$ cat config.mk
export PLATFORM = sky130hd
export DESIGN_NAME = slave_reader_flat
export DESIGN_NICKNAME = d
export VERILOG_FILES = /design/src/rtl/slave_reader_if.sv /design/src/rtl/slave_reader.sv /design/src/flat_wrapper.sv
export SDC_FILE = /design/constraint.sdc
export NUM_CORES = 1
export LEC_CHECK = 0
export CORE_MARGIN = 5
export CORE_UTILIZATION = 45
export DETAILED_ROUTE_END_ITERATION = 7
export GPL_TIMING_DRIVEN = 1
export PLACE_DENSITY = 0.68
export SYNTH_ARGS = -nofsm -noshare
export SYNTH_HDL_FRONTEND = slang
export SYNTH_SLANG_ARGS = --single-unit
$ cat constraint.sdc
create_clock -name clk -period 3.2 [get_ports clk]
set_input_delay 0.32 -clock clk [delete_from_list [all_inputs] [get_ports clk]]
set_output_delay 0.32 -clock clk [all_outputs]
set_load 0.1 [all_outputs]
$ cat src/rtl/slave_reader_if.sv
// Read-initiator bundle: read request/address out, returned byte in, framed payload and header status out.
interface slave_reader_if;
    logic        start;
    logic [7:0]  data_i;
    logic        ram_rd_rq;
    logic [15:0] rd_addr;
    logic        busy;
    logic [7:0]  out_data;
    logic        out_valid;
    logic        out_sop;
    logic        out_eop;
    logic [15:0] hdr;
    logic        hdr_valid;
    logic        hdr_err;
    logic        pkt_done;

    modport master (
        input  start, data_i,
        output ram_rd_rq, rd_addr, busy, out_data, out_valid, out_sop, out_eop,
               hdr, hdr_valid, hdr_err, pkt_done
    );

    modport slave (
        output start, data_i,
        input  ram_rd_rq, rd_addr, busy, out_data, out_valid, out_sop, out_eop,
               hdr, hdr_valid, hdr_err, pkt_done
    );
endinterface

$ cat src/rtl/slave_reader.sv
// Reads one PKT_LEN-byte packet per start, realigns data_i by LATENCY, rebuilds/checks the header, frames payload.
// Payload byte k leaves LATENCY+1 cycles after its address; no backpressure, start ignored while busy.
module slave_reader #(
    parameter int PKT_LEN = 16,
    parameter int LATENCY = 2
) (
    input  logic           clk,
    input  logic           rst_l,
    slave_reader_if.master bus
);
    localparam logic [15:0] LAST_ADDR  = 16'(PKT_LEN - 1);
    localparam logic [3:0]  DRAIN_LAST = 4'(LATENCY - 1);

    typedef enum logic [1:0] {IDLE, REQ, DRAIN, DONE} state_t;

    state_t             state;
    state_t             state_nxt;
    logic [3:0]         drain_cnt;
    logic [LATENCY-1:0] tag_vld;
    logic [15:0]        tag_addr [LATENCY];
    logic [7:0]         hdr_hi;
    logic [15:0]        prev_hdr;
    logic               first_pkt;
    logic               cap_vld;
    logic [15:0]        cap_addr;
    logic [15:0]        new_hdr;

    assign cap_vld  = tag_vld[LATENCY-1];
    assign cap_addr = tag_addr[LATENCY-1];
    assign new_hdr  = {hdr_hi, bus.data_i};

    always_ff @(posedge clk or negedge rst_l) begin
        if (!rst_l) begin
            state <= IDLE;
        end else begin
            state <= state_nxt;
        end
    end

    always_comb begin
        state_nxt = state;
        case (state)
            IDLE:    if (bus.start) state_nxt = REQ;
            REQ:     if (bus.rd_addr == LAST_ADDR) state_nxt = DRAIN;
            DRAIN:   if (drain_cnt == DRAIN_LAST) state_nxt = DONE;
            DONE:    state_nxt = IDLE;
            default: state_nxt = IDLE;
        endcase
    end

    // Control outputs are registered from state_nxt so they line up with the state they describe.
    always_ff @(posedge clk or negedge rst_l) begin
        if (!rst_l) begin
            drain_cnt     <= '0;
            bus.busy      <= 1'b0;
            bus.ram_rd_rq <= 1'b0;
            bus.rd_addr   <= '0;
            bus.pkt_done  <= 1'b0;
        end else begin
            drain_cnt     <= (state == DRAIN) ? drain_cnt + 4'd1 : 4'd0;
            bus.busy      <= (state_nxt != IDLE);
            bus.ram_rd_rq <= (state_nxt == REQ);
            bus.rd_addr   <= (state == REQ && state_nxt == REQ) ? bus.rd_addr + 16'd1 : 16'd0;
            bus.pkt_done  <= (state_nxt == DONE);
        end
    end

    always_ff @(posedge clk or negedge rst_l) begin
        if (!rst_l) begin
            tag_vld       <= '0;
            for (int i = 0; i < LATENCY; i++) tag_addr[i] <= '0;
            hdr_hi        <= '0;
            prev_hdr      <= '0;
            first_pkt     <= 1'b1;
            bus.hdr       <= '0;
            bus.hdr_valid <= 1'b0;
            bus.hdr_err   <= 1'b0;
            bus.out_data  <= '0;
            bus.out_valid <= 1'b0;
            bus.out_sop   <= 1'b0;
            bus.out_eop   <= 1'b0;
        end else begin
            tag_vld[0]  <= bus.ram_rd_rq;
            tag_addr[0] <= bus.rd_addr;
            for (int i = 1; i < LATENCY; i++) begin
                tag_vld[i]  <= tag_vld[i-1];
                tag_addr[i] <= tag_addr[i-1];
            end
            bus.hdr_valid <= 1'b0;
            bus.hdr_err   <= 1'b0;
            bus.out_valid <= 1'b0;
            bus.out_sop   <= 1'b0;
            bus.out_eop   <= 1'b0;
            if (cap_vld) begin
                if (cap_addr == 16'd0) begin
                    hdr_hi <= bus.data_i;
                end else if (cap_addr == 16'd1) begin
                    // The very first header after reset has no predecessor to compare against.
                    bus.hdr       <= new_hdr;
                    bus.hdr_valid <= 1'b1;
                    bus.hdr_err   <= !first_pkt && (new_hdr != prev_hdr + 16'd1);
                    prev_hdr      <= new_hdr;
                    first_pkt     <= 1'b0;
                end else begin
                    bus.out_data  <= bus.data_i;
                    bus.out_valid <= 1'b1;
                    bus.out_sop   <= (cap_addr == 16'd2);
                    bus.out_eop   <= (cap_addr == LAST_ADDR);
                end
            end
        end
    end
endmodule

$ cat src/flat_wrapper.sv
// flat-port wrapper written by rule: the top's interface ports become plain ports
module slave_reader_flat 
#(
    parameter int PKT_LEN = 16,
    parameter int LATENCY = 2
)
  (clk, rst_l, bus_start, bus_data_i, bus_ram_rd_rq, bus_rd_addr, bus_busy, bus_out_data, bus_out_valid, bus_out_sop, bus_out_eop, bus_hdr, bus_hdr_valid, bus_hdr_err, bus_pkt_done);
  slave_reader_if bus_i ();
  input  logic clk;
  input  logic rst_l;
  input wire logic [$bits(bus_i.start)-1:0] bus_start;
  input wire logic [$bits(bus_i.data_i)-1:0] bus_data_i;
  output wire logic [$bits(bus_i.ram_rd_rq)-1:0] bus_ram_rd_rq;
  output wire logic [$bits(bus_i.rd_addr)-1:0] bus_rd_addr;
  output wire logic [$bits(bus_i.busy)-1:0] bus_busy;
  output wire logic [$bits(bus_i.out_data)-1:0] bus_out_data;
  output wire logic [$bits(bus_i.out_valid)-1:0] bus_out_valid;
  output wire logic [$bits(bus_i.out_sop)-1:0] bus_out_sop;
  output wire logic [$bits(bus_i.out_eop)-1:0] bus_out_eop;
  output wire logic [$bits(bus_i.hdr)-1:0] bus_hdr;
  output wire logic [$bits(bus_i.hdr_valid)-1:0] bus_hdr_valid;
  output wire logic [$bits(bus_i.hdr_err)-1:0] bus_hdr_err;
  output wire logic [$bits(bus_i.pkt_done)-1:0] bus_pkt_done;
  assign bus_i.start = bus_start;
  assign bus_i.data_i = bus_data_i;
  assign bus_ram_rd_rq = bus_i.ram_rd_rq;
  assign bus_rd_addr = bus_i.rd_addr;
  assign bus_busy = bus_i.busy;
  assign bus_out_data = bus_i.out_data;
  assign bus_out_valid = bus_i.out_valid;
  assign bus_out_sop = bus_i.out_sop;
  assign bus_out_eop = bus_i.out_eop;
  assign bus_hdr = bus_i.hdr;
  assign bus_hdr_valid = bus_i.hdr_valid;
  assign bus_hdr_err = bus_i.hdr_err;
  assign bus_pkt_done = bus_i.pkt_done;
  slave_reader #(.PKT_LEN(PKT_LEN), .LATENCY(LATENCY)) u_core (.clk(clk), .rst_l(rst_l), .bus(bus_i));
endmodule
After elaboration in Yosys (flattened, before gate mapping)

Cells that the tools add are included.

Register bits after elaboration: 97
Bits in latches: 0
Memory bits (writable): 0
Bits in read-only memories: 0
Word-level logic and storage cells: 64
Memories: 0

$add $sub $neg: 3
$mul: 0
Div/mod/pow operators: 0
Order comparisons: 0
Equal/unequal tests: 11
Shift operators: 0
Mux-type cells: 21
Bitwise operators: 2
Reduce and logical (&&, ||, !) cells: 9

Operators with widths:

| cell                    | number |
|---|---|
| $add A16 B1 Y16 const B | 2 |
| $eq A16 B4 Y1 const B   | 2 |
| $eq A16 B1 Y1 const B   | 1 |
| $eq A16 B2 Y1 const B   | 1 |
| $logic_not A16 Y1       | 1 |
| $mux W16                | 1 |
| $ne A16 B16 Y1          | 1 |
| $mux W1                 | 15 |
| $pmux W2 S4             | 1 |
| $eq A2 B2 Y1 const B    | 3 |
| $mux W2                 | 3 |
| $reduce_and A3 Y1       | 2 |
| $add A4 B1 Y4 const B   | 1 |
| $eq A2 B1 Y1 const B    | 2 |
| $eq A4 B1 Y1 const B    | 1 |
| $mux W4                 | 1 |
| $logic_and A1 B1 Y1     | 2 |
| $logic_not A2 Y1        | 1 |
| $not A1 Y1              | 2 |
| $reduce_and A2 Y1       | 1 |
| $reduce_bool A2 Y1      | 1 |
| $logic_not A1 Y1        | 1 |

Longest topological paths before layout

Word-level depth: 6
Gate-level depth with buffers: 7
Mapped depth without buffers: 6

Worst setup path before layout

OpenSTA, ideal clock, no wires.

Path type: register -> register
From: reg u_core.bus.hdr[0] (netlist name)
To: reg u_core.bus.hdr_err
Library setup time: 0.142 ns
Arrival time: 2.535 ns
Path slack: 0.523 ns
Cell stages (with the launch flop): 8
Buffers on the path: 1
Path through: dfrtp_1 > ha_1 > clkbuf_1 > nand2_1 > o41a_1 > o32a_1 > o21ai_1 > a41oi_2

RTL lines:

| element                | RTL line              | RTL |
|---|---|---|
| end signal: assignment | slave_reader.sv:101   | `bus.hdr_err <= !first_pkt && (new_hdr != prev_hdr + 16'd1);` |
| end: declaration       | slave_reader_if.sv:20 | `hdr, hdr_valid, hdr_err, pkt_done` |

Worst setup path in the final report

From: reg u_core.bus.hdr[8] (netlist bit)
To: out bus_hdr[8]

RTL lines:

| element                  | RTL line              | RTL |
|---|---|---|
| start: declaration       | slave_reader_if.sv:20 |  |
| start signal: assignment | slave_reader.sv:99    | `bus.hdr <= new_hdr;` |
| end: declaration         | flat_wrapper.sv:20    | `output wire logic [$bits(bus_i.hdr)-1:0] bus_hdr;` |

No word-level cell between the ends.

==> flow_summary.ini <==
[run_status]
run_status = finished, final reports clean

[cts]
cts.htree.levels = 3
post_cts_resize_count = 0
clkLatencyLatePin_ns = 0.36
cts_setup_buffers = 0
cts-buffers-inserted = 9
tritoncts = yes
cts-root-to-sink-buffers = 2
clock_sinks = 97
cts-root-buf = sky130_fd_sc_hd__clkbuf_8
hold_buffers = 0
cts.reportedPaths.clkPinSlew_ns = 0.11

[timing]
totalNegativeSetupSlack_ns = 0
tmin_final_ns = 2.39
finalMaxSlewViolations = 0
fin_crit_sh = 0.747
setup_violations = 0
slew_headroom = 0.334
fmaxAchievable_mhz = 418
grt_setup_unrepaired = false
worst_clock_skew_ns = 0.0128
worstMarginPinSlew_ns = 0.995
report.final.hold_viol_count = 0

[setup_path]
largest_delay_contributor_family_on_the_critical_path = buffers and inverters
reg2reg_depth = 5
worst_path_max_delay_cell = sky130_fd_sc_hd__clkdlybuf4s50_1
critical_path.cell_chain = clkdlybuf4s50_1
cp_slowest_stage_delay_ns = 1.21
critPathRequiredTime_ns = 2.88
critical_path.max_fanout = 7
worstPathBufferInverterCount = 1
timing.reg2reg.setup_slack_ns = 0.96
worstSetupPathType = reg2out
start_kind = flop
worst_flop_to_flop_path_endpoint = u_core.bus.hdr_err
critPathCaptureType = output port
timing.rr.start = u_core.bus.hdr[0]
timing.critical_path.arrival_ns = 2.07

[synth]
ys_seq_elements = 97
synth.top_cells.by_area = sky130_fd_sc_hd__dfrtp_1, sky130_fd_sc_hd__nand2_1, sky130_fd_sc_hd__xnor2_1, sky130_fd_sc_hd__xor2_1, sky130_fd_sc_hd__mux2_4
post_synthesis_async_set_or_reset_flop_share = 1.00
net_count_of_the_mapped_netlist = 367
syn_avg_cell_area_um2 = 11.7
synth.lib_cells_used.distinct = 57
netlist.top_cell.by_area = sky130_fd_sc_hd__dfrtp_1
ys_seq_area_frac = 0.589
synthFlopType = sky130_fd_sc_hd__dfrtp_1
number_of_enable_type_register_cells_in_the_synthesized_netlist = 0
syn_inst = 352
netlist_area_before_placement_um2 = 4130
top_count_cell_post_synth = sky130_fd_sc_hd__dfrtp_1
yosys_warnings = 0
yosys.area.top_type_share = 0.582
netlist_top_cells_count = sky130_fd_sc_hd__dfrtp_1, sky130_fd_sc_hd__nand2_1, sky130_fd_sc_hd__nor2_1

[floorplanning]
die_h_um = 106
floorplan.rows = 35
start_util = 0.453
dieArea_um2 = 11200
die_x_um = 106
standard_cell_core_area_um2 = 9110
top_level_ports = 59

[drt]
detail_route.wl_per_cell_um = 16.2
drt_wl_total_um = 8570
detail_route.drc_violations = 0
drt_iter0_drc = 104
antenna_left = 0
dr_total_vias = 2840
firstDrtPassIters = 5
avgViaCountPerCell = 5.37

[final_layout]
layout-drive-gt1-share = 0.144
layout.cell_area.non_filler_um2 = 5020
n_antenna_cell = 0
finalNetCount = 428
post_synthesis_to_final_layout_area_growth_pct = 21.6

[place]
gp_congestion = 0.841
standard_cell_area_after_detailed_placement_um2 = 4800
portBuffers = 58
place.detailed.hpwl_um = 5880

[global_routing]
track_usage = 0.164
grt_start_max_net_pins = 63
grt_remaining_overflow = 0
first_global_vias = 2948
antenna_found_initial = 0
grt_pass1_wl_um = 14600

[run]
max_cap_violations = 0

[hold_path]
hp_class = in2async
## sequential cells by signal (all words and copies together), names as in the netlist
name,cells
u_core.bus.out_data,8
u_core.bus.pkt_done,1
u_core.bus.out_eop,1
u_core.bus.out_valid,1
u_core.bus.hdr,16
u_core.bus.rd_addr,16
u_core.bus.out_sop,1
u_core.tag_vld,2
u_core.first_pkt,1
u_core.bus.ram_rd_rq,1
u_core.state,2
u_core.tag_addr,16
u_core.bus.busy,1
u_core.bus.hdr_err,1
u_core.cap_addr,16
u_core.bus.hdr_valid,1
u_core.hdr_hi,8
u_core.drain_cnt,4
## worst max path at each step
stage / from / to / slack (ns) / cells past startpoint
floorplan: u_core.bus.hdr[0] / u_core.bus.hdr_err / 0.52 / 7
global placement: bus_data_i[6] / u_core.bus.hdr_err / 0.98 / 6
detailed placement: bus_data_i[5] / u_core.bus.hdr_err / 0.95 / 5
CTS: u_core.bus.hdr[8] / bus_hdr[8] / 0.79 / 1
global route: u_core.bus.hdr[8] / bus_hdr[8] / 0.75 / 1
finish: u_core.bus.hdr[8] / bus_hdr[8] / 0.81 / 1
## stage by stage
step	worst slack [ns]	util	std cells	hold slack, ns
global route	0.753	0.551	529	0.0825
floorplan	0.523	-	352	0.0244
CTS	0.787	0.551	529	0.0493
global placement	0.980	0.527	513	0.335
detailed placement	0.952	0.527	513	0.335
finish	0.809	0.551	529	0.00877
## layout make-up
type                       instances  area (um^2)
clock buffer                       9          124
clock inverter                     7         95.1
fill                             785         4090
inverter                           6         22.5
multi-input combinational        240         1640
sequential                        97         2430
tap                              111          139
timing repair buffer              59          576
## layer usage
layer	part of all wire	GRT usage	wire length, um	vias up
li1	-	-	-	1351
met5	0	0	0	-
met1	0.47	0.226	3990	1394
met2	0.47	0.252	3990	79
met3	0.051	0.0374	440	16
met4	0.018	0.0657	155	0
## cells by family after synthesis
family                     synth area share
DFF                                   0.589
buffers and inverters                0.0152
AOI/OAI and AO/OA                    0.0652
xor gates and xnor gates             0.0637
muxes                                0.0561
and+or+nand+nor                       0.199
adders and majority gates            0.0121
## layout by cell type, fill, tap and decap left out, types with 2 or more instances in the layout
master | netlist | routed
sky130_fd_sc_hd__a211oi_1 | 4 | 4
sky130_fd_sc_hd__xor2_1 | 15 | 15
sky130_fd_sc_hd__o211ai_1 | 2 | 2
sky130_fd_sc_hd__clkbuf_8 | 0 | 9
sky130_fd_sc_hd__a31oi_1 | 2 | 2
sky130_fd_sc_hd__nor3_1 | 6 | 6
sky130_fd_sc_hd__or4_1 | 2 | 2
sky130_fd_sc_hd__inv_6 | 0 | 2
sky130_fd_sc_hd__a2111oi_0 | 3 | 3
sky130_fd_sc_hd__or3_1 | 5 | 5
sky130_fd_sc_hd__nand2b_1 | 5 | 5
sky130_fd_sc_hd__mux2_4 | 8 | 8
sky130_fd_sc_hd__and3_1 | 3 | 3
sky130_fd_sc_hd__nand3b_1 | 2 | 2
sky130_fd_sc_hd__xnor2_1 | 15 | 15
sky130_fd_sc_hd__a21oi_1 | 3 | 3
sky130_fd_sc_hd__and3_2 | 2 | 2
sky130_fd_sc_hd__nor2_1 | 24 | 24
sky130_fd_sc_hd__and2_1 | 4 | 4
sky130_fd_sc_hd__dfrtp_1 | 96 | 96
sky130_fd_sc_hd__inv_1 | 6 | 6
sky130_fd_sc_hd__buf_4 | 0 | 10
sky130_fd_sc_hd__nor4_1 | 10 | 10
sky130_fd_sc_hd__and4_1 | 4 | 4
sky130_fd_sc_hd__nand3_1 | 10 | 10
sky130_fd_sc_hd__o21ai_0 | 5 | 5
sky130_fd_sc_hd__nand2_1 | 59 | 59
sky130_fd_sc_hd__ha_1 | 4 | 4
sky130_fd_sc_hd__nand4_1 | 7 | 7
sky130_fd_sc_hd__inv_8 | 0 | 2
sky130_fd_sc_hd__mux2_2 | 9 | 9
sky130_fd_sc_hd__clkdlybuf4s50_1 | 0 | 48
Power is not shown: default switching activity piles up to over one toggle a cycle in this logic, so the estimate is an artifact.
